## src/rtl/zoom_pkg.sv

```systemverilog
// Shared constants and state encoding for the zoom window generator.
// Coefficient fraction width is fixed at 4 by the downstream bilinear core.
package zoom_pkg;

  localparam int PW           = 5;
  localparam int AW           = 11;
  localparam int FW           = 4;
  localparam int STEP_W       = 8;
  localparam int ACC_W        = AW + FW;
  localparam int FLUSH_CYCLES = 2;
  localparam int FLUSH_CW     = $clog2(FLUSH_CYCLES);

  typedef enum logic [1:0] {
    IDLE    = 2'd0,
    ROW_REQ = 2'd1,
    RUN     = 2'd2,
    FLUSH   = 2'd3
  } state_t;

endpackage

```

## src/rtl/zoom_dda.sv

```systemverilog
// Fixed-point DDA accumulator: integer/fraction split, with the integer part
// and its right/lower neighbour clamped to the last valid source index.
module zoom_dda
  import zoom_pkg::*;
(
  input  logic              clk,
  input  logic              rst_n,
  input  logic              clear,
  input  logic              enable,
  input  logic [STEP_W-1:0] step,
  input  logic [AW-1:0]     limit,
  output logic [AW-1:0]     int_a,
  output logic [AW-1:0]     int_b,
  output logic [FW-1:0]     frac
);

  logic [ACC_W-1:0] acc;
  logic [AW-1:0]    int_raw;

  // NOTE: sequential state uses non-blocking assignments so every flop samples
  // the pre-edge values of its neighbours, independent of statement order.
  always_ff @(posedge clk or negedge rst_n) begin
    if (!rst_n) begin
      acc <= '0;
    end else if (clear) begin
      acc <= '0;
    end else if (enable) begin
      acc <= acc + ACC_W'(step);
    end
  end

  assign int_raw = acc[ACC_W-1:FW];
  assign frac    = acc[FW-1:0];

  // An oversized step can push the integer part past the edge; clamp both taps.
  assign int_a = (int_raw > limit)  ? limit : int_raw;
  assign int_b = (int_raw >= limit) ? limit : int_raw + AW'(1);

endmodule

```

## src/rtl/zoom_window_gen.sv

```systemverilog
// Walks the destination raster, requests source row pairs and presents the
// 2x2 neighbourhood plus dx/dy (and dx*dy one cycle later) to the interpolator.
module zoom_window_gen
  import zoom_pkg::*;
(
  input  logic              clk,
  input  logic              rst_n,
  input  logic              start,
  input  logic [AW-1:0]     src_w,
  input  logic [AW-1:0]     src_h,
  input  logic [AW-1:0]     dst_w,
  input  logic [AW-1:0]     dst_h,
  input  logic [STEP_W-1:0] step_x,
  input  logic [STEP_W-1:0] step_y,
  output logic              row_req,
  output logic [AW-1:0]     src_row_top,
  output logic [AW-1:0]     src_row_bot,
  input  logic              row_ack,
  output logic [AW-1:0]     rd_addr_a,
  output logic [AW-1:0]     rd_addr_b,
  input  logic [PW-1:0]     rd_top_a,
  input  logic [PW-1:0]     rd_top_b,
  input  logic [PW-1:0]     rd_bot_a,
  input  logic [PW-1:0]     rd_bot_b,
  output logic              out_valid,
  output logic              out_eol,
  output logic [PW-1:0]     pixel_1,
  output logic [PW-1:0]     pixel_2,
  output logic [PW-1:0]     pixel_3,
  output logic [PW-1:0]     pixel_4,
  output logic [FW-1:0]     dx_out,
  output logic [FW-1:0]     dy_out,
  output logic [2*FW-1:0]   dx_dy,
  output logic              busy,
  output logic              frame_done
);

  state_t state, state_nxt;

  logic [AW-1:0]       x_lim, y_lim, dst_w_l, dst_h_l;
  logic [STEP_W-1:0]   step_x_l, step_y_l;
  logic [AW-1:0]       col_cnt, line_cnt;
  logic [FLUSH_CW-1:0] flush_cnt;

  logic          start_go, zero_size, last_col, last_line, last_flush;
  logic          x_clear, run_issue, y_adv, frame_end;
  logic [FW-1:0] x_frac, y_frac;

  logic          s1_valid, s1_eol;
  logic [FW-1:0] s1_dx, s1_dy;

  assign start_go   = (state == IDLE) && start;
  assign zero_size  = (dst_w == '0) || (dst_h == '0);
  assign last_col   = (col_cnt == dst_w_l - AW'(1));
  assign last_line  = (line_cnt == dst_h_l - AW'(1));
  assign last_flush = (flush_cnt == FLUSH_CW'(FLUSH_CYCLES - 1));
  assign run_issue  = (state == RUN);
  assign x_clear    = (state == ROW_REQ) && row_ack;
  assign y_adv      = (state == FLUSH) && last_flush && !last_line;
  assign frame_end  = (state == FLUSH) && last_flush && last_line;

  assign row_req = (state == ROW_REQ);
  assign busy    = (state != IDLE);

  zoom_dda u_dda_x (
    .clk    (clk),
    .rst_n  (rst_n),
    .clear  (x_clear),
    .enable (run_issue),
    .step   (step_x_l),
    .limit  (x_lim),
    .int_a  (rd_addr_a),
    .int_b  (rd_addr_b),
    .frac   (x_frac)
  );

  zoom_dda u_dda_y (
    .clk    (clk),
    .rst_n  (rst_n),
    .clear  (start_go),
    .enable (y_adv),
    .step   (step_y_l),
    .limit  (y_lim),
    .int_a  (src_row_top),
    .int_b  (src_row_bot),
    .frac   (y_frac)
  );

  always_ff @(posedge clk or negedge rst_n) begin
    if (!rst_n) begin
      state <= IDLE;
    end else begin
      state <= state_nxt;
    end
  end

  // NOTE: the default assignment up front keeps this block purely
  // combinational; a path that left state_nxt unassigned would infer a latch.
  always_comb begin
    state_nxt = state;
    case (state)
      IDLE:    if (start && !zero_size) state_nxt = ROW_REQ;
      ROW_REQ: if (row_ack)             state_nxt = RUN;
      RUN:     if (last_col)            state_nxt = FLUSH;
      FLUSH:   if (last_flush)          state_nxt = last_line ? IDLE : ROW_REQ;
      default:                          state_nxt = IDLE;
    endcase
  end

  // Frame geometry is frozen at start; limits are stored as last valid index.
  always_ff @(posedge clk or negedge rst_n) begin
    if (!rst_n) begin
      x_lim    <= '0;
      y_lim    <= '0;
      dst_w_l  <= '0;
      dst_h_l  <= '0;
      step_x_l <= '0;
      step_y_l <= '0;
    end else if (start_go) begin
      x_lim    <= src_w - AW'(1);
      y_lim    <= src_h - AW'(1);
      dst_w_l  <= dst_w;
      dst_h_l  <= dst_h;
      step_x_l <= step_x;
      step_y_l <= step_y;
    end
  end

  always_ff @(posedge clk or negedge rst_n) begin
    if (!rst_n) begin
      col_cnt    <= '0;
      line_cnt   <= '0;
      flush_cnt  <= '0;
      frame_done <= 1'b0;
    end else begin
      if (x_clear) begin
        col_cnt <= '0;
      end else if (run_issue) begin
        col_cnt <= col_cnt + AW'(1);
      end
      if (start_go) begin
        line_cnt <= '0;
      end else if (y_adv) begin
        line_cnt <= line_cnt + AW'(1);
      end
      if (run_issue) begin
        flush_cnt <= '0;
      end else if (state == FLUSH) begin
        flush_cnt <= flush_cnt + FLUSH_CW'(1);
      end
      frame_done <= (start_go && zero_size) || frame_end;
    end
  end

  // Stage 1 waits out the RAM latency; stage 2 meets the returning data.
  always_ff @(posedge clk or negedge rst_n) begin
    if (!rst_n) begin
      s1_valid  <= 1'b0;
      s1_eol    <= 1'b0;
      s1_dx     <= '0;
      s1_dy     <= '0;
      out_valid <= 1'b0;
      out_eol   <= 1'b0;
      pixel_1   <= '0;
      pixel_2   <= '0;
      pixel_3   <= '0;
      pixel_4   <= '0;
      dx_out    <= '0;
      dy_out    <= '0;
      dx_dy     <= '0;
    end else begin
      s1_valid  <= run_issue;
      s1_eol    <= run_issue && last_col;
      if (run_issue) begin
        s1_dx <= x_frac;
        s1_dy <= y_frac;
      end
      out_valid <= s1_valid;
      out_eol   <= s1_eol;
      if (s1_valid) begin
        pixel_1 <= rd_top_a;
        pixel_2 <= rd_top_b;
        pixel_3 <= rd_bot_a;
        pixel_4 <= rd_bot_b;
        dx_out  <= s1_dx;
        dy_out  <= s1_dy;
      end
      dx_dy <= (2*FW)'(dx_out) * (2*FW)'(dy_out);
    end
  end

endmodule

```

## config.mk

```make
export PLATFORM = sky130hd
export DESIGN_NAME = zoom_window_gen
export DESIGN_NICKNAME = d
export VERILOG_FILES = /design/src/rtl/zoom_pkg.sv /design/src/rtl/zoom_dda.sv /design/src/rtl/zoom_window_gen.sv
export SDC_FILE = /design/constraint.sdc
export NUM_CORES = 1
export LEC_CHECK = 0
export ABC_AREA = 1
export CORE_MARGIN = 2
export CORE_UTILIZATION = 60
export DETAILED_ROUTE_END_ITERATION = 7
export GPL_TIMING_DRIVEN = 0
export HOLD_SLACK_MARGIN = 0.06
export MAX_ROUTING_LAYER = met4
export PLACE_DENSITY_LB_ADDON = 0.3
export SETUP_SLACK_MARGIN = 0.2
export SLEW_MARGIN = 20
export SYNTH_ARGS = -nofsm -noshare
export SYNTH_HDL_FRONTEND = slang
export SYNTH_HIERARCHICAL = 1
export SYNTH_SLANG_ARGS = --single-unit
```

## constraint.sdc

```tcl
create_clock -name clk -period 6.85 [get_ports clk]
set_input_delay 2.055 -clock clk [delete_from_list [all_inputs] [get_ports clk]]
set_output_delay 2.055 -clock clk [all_outputs]
set_load 0.02 [all_outputs]
```

==> flow_metrics.py, run 1 <==
metrics = {
    "timing": {
        "final_min_period_over_clock_period_pct": 72.3,
        "final_report_max_slew_violation_count": 0,
        "maxClockFrequency_mhz": 202,
        "timing_worst_slew_pin_value_ns": 0.747,
        "finalWorstPathRequiredPeriod_ns": 4.95,
        "slew_headroom_pct": 50.0,
        "report.final.setup_viol": 0,
        "grt_setup_unrepaired": "false",
        "clock-skew-final_ns": 0.0105,
        "final_hold_viol_count": 0,
    },
    "synth": {
        "synthTopCellsByArea": "sky130_fd_sc_hd__dfrtp_1, sky130_fd_sc_hd__nand2_1, sky130_fd_sc_hd__ha_1",
        "synth_compound_gate_area_share_pct": 7.33,
        "synth_top_family_by_area": "simple AND/OR/NAND/NOR gates",
        "adder_and_majority_gate_portion_of_the_synthesized_area_pct": 8.25,
        "cell_count_after_synthesis": 1442,
        "synth-warning-count": 6,
        "post_synth_instance_area_um2": 11000,
        "post_synth_mux_area_share_pct": 2.05,
        "yosysSeqAreaShare_pct": 37.3,
        "synth.ff_latch_count": 164,
        "post_synth_num_cell_types": 52,
        "async_set_or_reset_register_ratio_after_synthesis_pct": 100,
        "post_synthesis_share_of_cell_area_spent_on_and_or_nand_and_nor_gates_pct": 32.6,
        "yosys.area_share.xor_xnor_pct": 4.60,
        "number_of_synthesized_flops_with_an_enable_pin": 0,
        "synth_most_common_cell": "sky130_fd_sc_hd__nand2_1",
        "synth-main-ff-cell": "sky130_fd_sc_hd__dfrtp_1",
        "synth_largest_area_cell": "sky130_fd_sc_hd__dfrtp_1",
        "netlist.area_leader.share_pct": 37.3,
        "yosys-top-cells-count": "sky130_fd_sc_hd__nand2_1, sky130_fd_sc_hd__dfrtp_1, sky130_fd_sc_hd__inv_1",
        "syn-mean-instance-area_um2": 7.63,
        "synth_fp_nets": 1595,
    },
    "worst_hold_path": {
        "whs_endpoint": "out_eol",
        "worstHoldPathType": "reg -> reg",
        "hold-path-cell-count": 0,
        "hp-start": "s1_eol",
    },
    "cts": {
        "cts-buffers-inserted": 17,
        "postCtsResizedCells": 0,
        "ctsRootBufferMaster": "sky130_fd_sc_hd__clkbuf_16",
        "cts.hold.buffers_added": 0,
        "cts_tree": "yes",
        "clock_path_buffers": 2,
        "clkSlewWorstSetupHoldPaths_ns": 0.07,
        "max_h_tree_level": 4,
        "post_cts_buffers": 0,
        "worstSkewPairLatency_ns": 0.43,
        "cts_sinks": 164,
    },
    "power": {
        "ir_worst_vdd_v": 0.000377,
        "power.density_cell_area_nw_per_um2": 434,
        "leakagePower_nw": 6.90,
        "power_mw": 5.90,
    },
    "finish": {
        "n_fill_cell": 1384,
        "final_util_pct": 75.6,
        "area_growth_from_synthesis_to_layout_pct": 23.4,
        "final_stage_net_count": 1783,
        "num_antenna_cells": 0,
        "post_route_cells_drive_above_1_share_pct": 11.7,
    },
    "route": {
        "drc": 0,
        "number_of_drc_markers_in_iteration_0": 733,
        "via_count": 10195,
        "detail_route.vias_per_cell": 5.45,
        "drt_pre_antenna_iters": 5,
        "route.final.wire_length_mm": 28.7,
        "routed_wire_length_per_instance_um": 15.3,
        "drt.antenna.violating_nets": 0,
    },
    "global_routing": {
        "grt_pass1_vias": 10042,
        "global_route_wire_length_before_repair_mm": 48.0,
        "globalRoute.totalOverflow": 0,
        "antenna_found_initial": 0,
        "track_usage_pct": 31.2,
        "pin_count_of_the_biggest_net_entering_global_routing": 91,
    },
    "place": {
        "io_buffer_count": 168,
        "globalplace.congestion": 0.895,
        "hpwlAfterDp_mm": 21.5,
    },
    "setup_path": {
        "ff2ff_path_depth": 11,
        "critical_path_required_ns": 4.80,
        "worst-r2r-setup-slack_ns": 3.84,
        "setup.worst_path.start": "u_dda_x/acc[14]",
        "worstPathArrival_ns": 2.90,
        "critical_path.startpoint_type": "flop",
        "crit_type": "reg -> out",
        "worstPathMaxFanout": 10,
        "regToRegStartpoint": "dx_out[0]",
        "timing.rr.end": "dx_dy[7]",
        "setup.worst_path.end_class": "output pin",
    },
    "die": {
        "num_rows": 49,
        "placeableCoreArea_um2": 18000,
        "ioPinCount": 169,
        "design.die.area_um2": 19400,
        "initial_core_util_pct": 61.3,
        "die_width_um": 139,
        "die_height_um": 139,
    },
    "run_status": {
        "run_status": "completed",
    },
    "job": {
        "maxCapViolations": 0,
    },
}
[worst max-delay path, cell delays in order, from the launching register on]
cell and delay (ns):
sky130_fd_sc_hd__dfrtp_1 0.48, sky130_fd_sc_hd__ha_1 0.35, sky130_fd_sc_hd__a21o_1 0.20, sky130_fd_sc_hd__nor2_1 0.18
sky130_fd_sc_hd__nand3_2 0.14, sky130_fd_sc_hd__inv_2 0.09, sky130_fd_sc_hd__buf_4 0.17, sky130_fd_sc_hd__nand3_1 0.09
sky130_fd_sc_hd__nand2_1 0.14, sky130_fd_sc_hd__clkdlybuf4s50_1 0.62
[logic make-up after synthesis]
logic type | Yosys count
simple gates | 795
buf+inv | 199
flops | 164
compound gates | 138
fa+ha+maj | 69
xor+xnor | 57
mux | 20
[cells in the final DEF (no fill, tap or decap), types with 4 or more instances in the layout]
master,Yosys,layout
sky130_fd_sc_hd__a21oi_1,43,43
sky130_fd_sc_hd__a22o_1,6,6
sky130_fd_sc_hd__a31oi_1,9,9
sky130_fd_sc_hd__buf_2,5,5
sky130_fd_sc_hd__buf_4,13,13
sky130_fd_sc_hd__buf_6,7,7
sky130_fd_sc_hd__clkbuf_1,19,19
sky130_fd_sc_hd__clkbuf_16,0,17
sky130_fd_sc_hd__clkdlybuf4s50_1,0,167
sky130_fd_sc_hd__clkinv_1,4,4
sky130_fd_sc_hd__clkinv_2,1,4
sky130_fd_sc_hd__dfrtp_1,164,164
sky130_fd_sc_hd__fa_1,6,6
sky130_fd_sc_hd__ha_1,63,63
sky130_fd_sc_hd__inv_1,134,134
sky130_fd_sc_hd__inv_2,10,10
sky130_fd_sc_hd__inv_6,0,4
sky130_fd_sc_hd__mux2_2,20,20
sky130_fd_sc_hd__nand2_1,432,432
sky130_fd_sc_hd__nand2_2,47,47
sky130_fd_sc_hd__nand3_1,121,121
sky130_fd_sc_hd__nand3_2,14,14
sky130_fd_sc_hd__nand3b_1,14,14
sky130_fd_sc_hd__nor2_1,117,117
sky130_fd_sc_hd__nor2_2,6,6
sky130_fd_sc_hd__nor2_4,10,10
sky130_fd_sc_hd__nor3_1,14,14
sky130_fd_sc_hd__nor4_1,6,6
sky130_fd_sc_hd__o21ai_0,46,46
sky130_fd_sc_hd__o21ai_1,8,8
sky130_fd_sc_hd__o21ai_2,9,9
sky130_fd_sc_hd__or2_2,5,5
sky130_fd_sc_hd__xnor2_1,20,20
sky130_fd_sc_hd__xor2_1,36,36
[per-layer routing]
layer	global-route usage, %	part of all wire [%]	vias up	wire length [um]
met3	4.13	6.0	42	1730
met1	38.9	41	4803	11900
li1	-	-	5003	-
met5	-	0	-	0
met4	8.29	1.6	0	471
met2	53.8	51	347	14600
[area by class of cell]
class,count,area [um^2],share of cell area [%]
multi-input combinational,1079,6040,44.5
sequential,164,4100,30.2
timing repair buffer,169,1710,12.6
inverter,149,561,4.13
clock buffer,17,425,3.13
buffer,50,304,2.24
tap,229,287,2.11
clock inverter,15,145,1.07
[power by group]
group | internal [mW] | switching [mW] | leakage, nW
combinational | 1.32 | 1.89 | 4.56
clock | 0.511 | 0.435 | 0.276
sequential | 1.36 | 0.386 | 2.07
total | 3.19 | 2.71 | 6.90
[metrics by stage]
stage | cell area (um^2) | setup WS, ns | TNS [ns] | hold slack [ns] | std cells
after floorplan | 11000 | 3.13 | 0 | 0.331 | 1442
after global placement | 13000 | -2.87 | -467.77 | 0.336 | 1839
after detailed placement | 13000 | 2.42 | 0 | 0.350 | 1840
after CTS | 13600 | 1.93 | 0 | 0.359 | 1872
after global routing | 13600 | 1.75 | 0 | 0.377 | 1872
final | 13600 | 1.90 | 0 | 0.352 | 1872
[how the worst max path moves through the flow]
stage	cells past startpoint	end	slack [ns]
final	9	rd_addr_b[3]	1.90
after detailed placement	8	u_dda_y/acc[4]	2.42
after global placement	1	dst_h_l[1]	-2.87
after global routing	11	rd_addr_b[6]	1.75
after CTS	9	rd_addr_b[7]	1.93
after floorplan	8	rd_addr_a[10]	3.13
[flip-flops by register name (all words and copies together), names as in the netlist, 2 cells and up]
name         cells
col_cnt         11
dst_h_l         11
dst_w_l         11
dx_dy            8
dx_out           4
dy_out           4
line_cnt        11
pixel_1          5
pixel_2          5
pixel_3          5
pixel_4          5
s1_dx            4
s1_dy            4
state            2
step_x_l         8
step_y_l         8
u_dda_x/acc     15
u_dda_y/acc     15
x_lim           11
y_lim           11
(Power assumes the default switching activity.)
==> inputs of run 2 (changes only) <==
Settings changed: CORE_UTILIZATION 60 to 50.
Clock period 6.85 ns to 4.5 ns, I/O delays scaled along.
==> flow_metrics.py, run 2 (synthesized netlist as in run 1, its figures left out) <==
metrics = {
    "run_status": {
        "run_status": "completed",
    },
    "power": {
        "ir_worst_vdd_v": 0.000365,
        "share_seq_of_total_power_pct": 29.8,
        "netSwitchingFraction_pct": 46.1,
        "power_report.internal_total_mw": 4.81,
        "power.share.combinational_pct": 54.2,
        "power_mw": 8.93,
        "power_frac_clock_pct": 16.1,
        "netSwitchingPower_mw": 4.12,
        "power.density_cell_area_nw_per_um2": 652,
        "leakagePower_nw": 7.06,
    },
    "cts": {
        "ctsRootBufferMaster": "sky130_fd_sc_hd__clkbuf_16",
        "cts_sinks": 164,
        "postCtsResizedCells": 0,
        "clkSlewWorstSetupHoldPaths_ns": 0.08,
        "cts.hold.buffers_added": 0,
        "post_cts_buffers": 0,
        "clock_path_buffers": 2,
        "cts_tree": "yes",
        "worstSkewPairLatency_ns": 0.44,
        "max_h_tree_level": 4,
        "cts-buffers-inserted": 17,
    },
    "timing": {
        "slew_headroom_pct": 50.8,
        "timing_worst_slew_pin_value_ns": 0.739,
        "finalWorstPathRequiredPeriod_ns": 4.17,
        "maxClockFrequency_mhz": 240,
        "hold_slack_ns": 0.356,
        "clock-skew-final_ns": 0.0113,
        "report.final.setup_viol": 0,
        "final_min_period_over_clock_period_pct": 92.6,
        "grt_setup_unrepaired": "false",
        "final_report_max_slew_violation_count": 0,
        "final_hold_viol_count": 0,
    },
    "place": {
        "placedInstanceArea_um2": 13100,
        "io_buffer_count": 168,
        "hpwlAfterDp_mm": 22.0,
        "dp_cells": 1891,
        "globalplace.congestion": 0.919,
    },
    "global_routing": {
        "track_usage_pct": 26.1,
        "antenna_found_initial": 2,
        "globalRoute.totalOverflow": 0,
        "grt_pass1_vias": 9790,
        "global_route_wire_length_before_repair_mm": 48.1,
        "pin_count_of_the_biggest_net_entering_global_routing": 97,
    },
    "die": {
        "design.die.area_um2": 23200,
        "die_width_um": 152,
        "die_height_um": 152,
        "placeableCoreArea_um2": 21700,
        "ioPinCount": 169,
        "num_rows": 54,
        "initial_core_util_pct": 50.8,
    },
    "setup_path": {
        "setup.worst_path.start": "x_lim[6]",
        "critical_path.startpoint_type": "flop",
        "regToRegStartpoint": "dx_out[1]",
        "critical_path_required_ns": 3.15,
        "crit_type": "reg -> out",
        "critical-path-slowest-cell": "sky130_fd_sc_hd__clkdlybuf4s50_1",
        "worst-r2r-setup-slack_ns": 1.58,
        "setup.worst_path.end_class": "output pin",
        "ff2ff_path_depth": 11,
        "timing.rr.end": "dx_dy[7]",
        "cp_cell_sequence": "inv_1 > ha_1 > nand2_1 > nor2_2 > nand3_1 > nand3_2 > inv_2 > nand2_2 > buf_6 > nand2_2 > nand2_1 > clkdlybuf4s50_1",
        "worstPathArrival_ns": 2.82,
        "critical_path.max_stage_delay_ns": 0.60,
        "worstPathMaxFanout": 10,
    },
    "route": {
        "drc": 0,
        "via_count": 10200,
        "routed_wire_length_per_instance_um": 15.1,
        "detail_route.vias_per_cell": 5.30,
        "route.final.wire_length_mm": 29.0,
        "drt_pre_antenna_iters": 5,
        "number_of_drc_markers_in_iteration_0": 638,
        "drt.antenna.violating_nets": 0,
    },
    "finish": {
        "registers_with_the_most_flip_flops": "u_dda_x/acc x15, u_dda_y/acc x15",
        "layout_commonest_cell": "sky130_fd_sc_hd__nand2_1",
        "area_growth_from_synthesis_to_layout_pct": 24.4,
        "final_util_pct": 63.1,
        "stdcell_count": 1925,
        "final_stage_net_count": 1783,
        "layout.cells.most_common_list": "sky130_fd_sc_hd__nand2_1, sky130_fd_sc_hd__dfrtp_1, sky130_fd_sc_hd__clkdlybuf4s50_1",
        "layout.cell_area.non_filler_um2": 13700,
        "post_route_cells_drive_above_1_share_pct": 11.7,
    },
    "worst_hold_path": {
        "whs_endpoint": "out_eol",
        "hp-start": "s1_eol",
        "worstHoldPathType": "reg -> reg",
        "hold-path-cell-count": 0,
    },
    "job": {
        "maxCapViolations": 0,
    },
}
run 2: changes by cell type in the layout (fill, tap and decap cells not counted), sizes merged:
| cell | change |
|---|---|
| bufinv | -1 |
| clkinvlp | -1 |
| diode | +2 |
| clkinv | +2 |
| clkdlybuf4s50 | -11 |
| dlymetal6s2s | +11 |
run 2: stage by stage:
stage | TNS [ns] | setup slack [ns]
4_1_cts | 0 | 0.264
3_3_place_gp | -773.80 | -4.74
6_report | 0 | 0.332
2_1_floorplan | 0 | 1.48
3_5_place_dp | 0 | 0.747
5_1_grt | 0 | 0.202
run 2: cell type report:
| type | instances | area [um^2] |
|---|---|---|
| Clock buffer | 17 | 425 |
| Antenna cell | 2 | 5.00 |
| Clock inverter | 15 | 161 |
| Buffer | 50 | 305 |
| Fill cell | 1869 | 7990 |
| Tap cell | 280 | 350 |
| Multi-Input combinational cell | 1079 | 6040 |
| Sequential cell | 164 | 4100 |
| Timing Repair Buffer | 169 | 1740 |
| Inverter | 149 | 561 |
run 2: critical path, delay by kind of cell, from the launching register on:
family | cells | cell delay, ns
flops | 1 | 0.45
fa+ha+maj | 1 | 0.31
buf+inv | 4 | 0.93
simple gates | 7 | 0.70
run 2: layer usage:
layer  share of wire, %  up-vias  track usage [%]
met2                 48      332             42.5
met1                 43     4818             33.4
met4                2.4        0             8.32
met5                  0        -                -
met3                5.8       45             4.58
li1                   -     5005                -
run 2: how the worst max path moves through the flow:
stage / to / cells after the start
4_1_cts: rd_addr_a[10] / 10
5_1_grt: rd_addr_b[5] / 12
3_3_place_gp: dst_h_l[0] / 1
6_report: rd_addr_b[6] / 12
3_5_place_dp: src_row_top[0] / 8
2_1_floorplan: rd_addr_a[10] / 8
run 2: power groups by stage:
stage	combinational [mW]	clock, mW	sequential [mW]
after global placement	4.65	0	2.65
after detailed placement	4.79	0	2.67
after floorplan	3.17	0	2.69
after global routing	5.42	1.52	2.74
final	4.84	1.43	2.66
after CTS	4.85	1.46	2.65
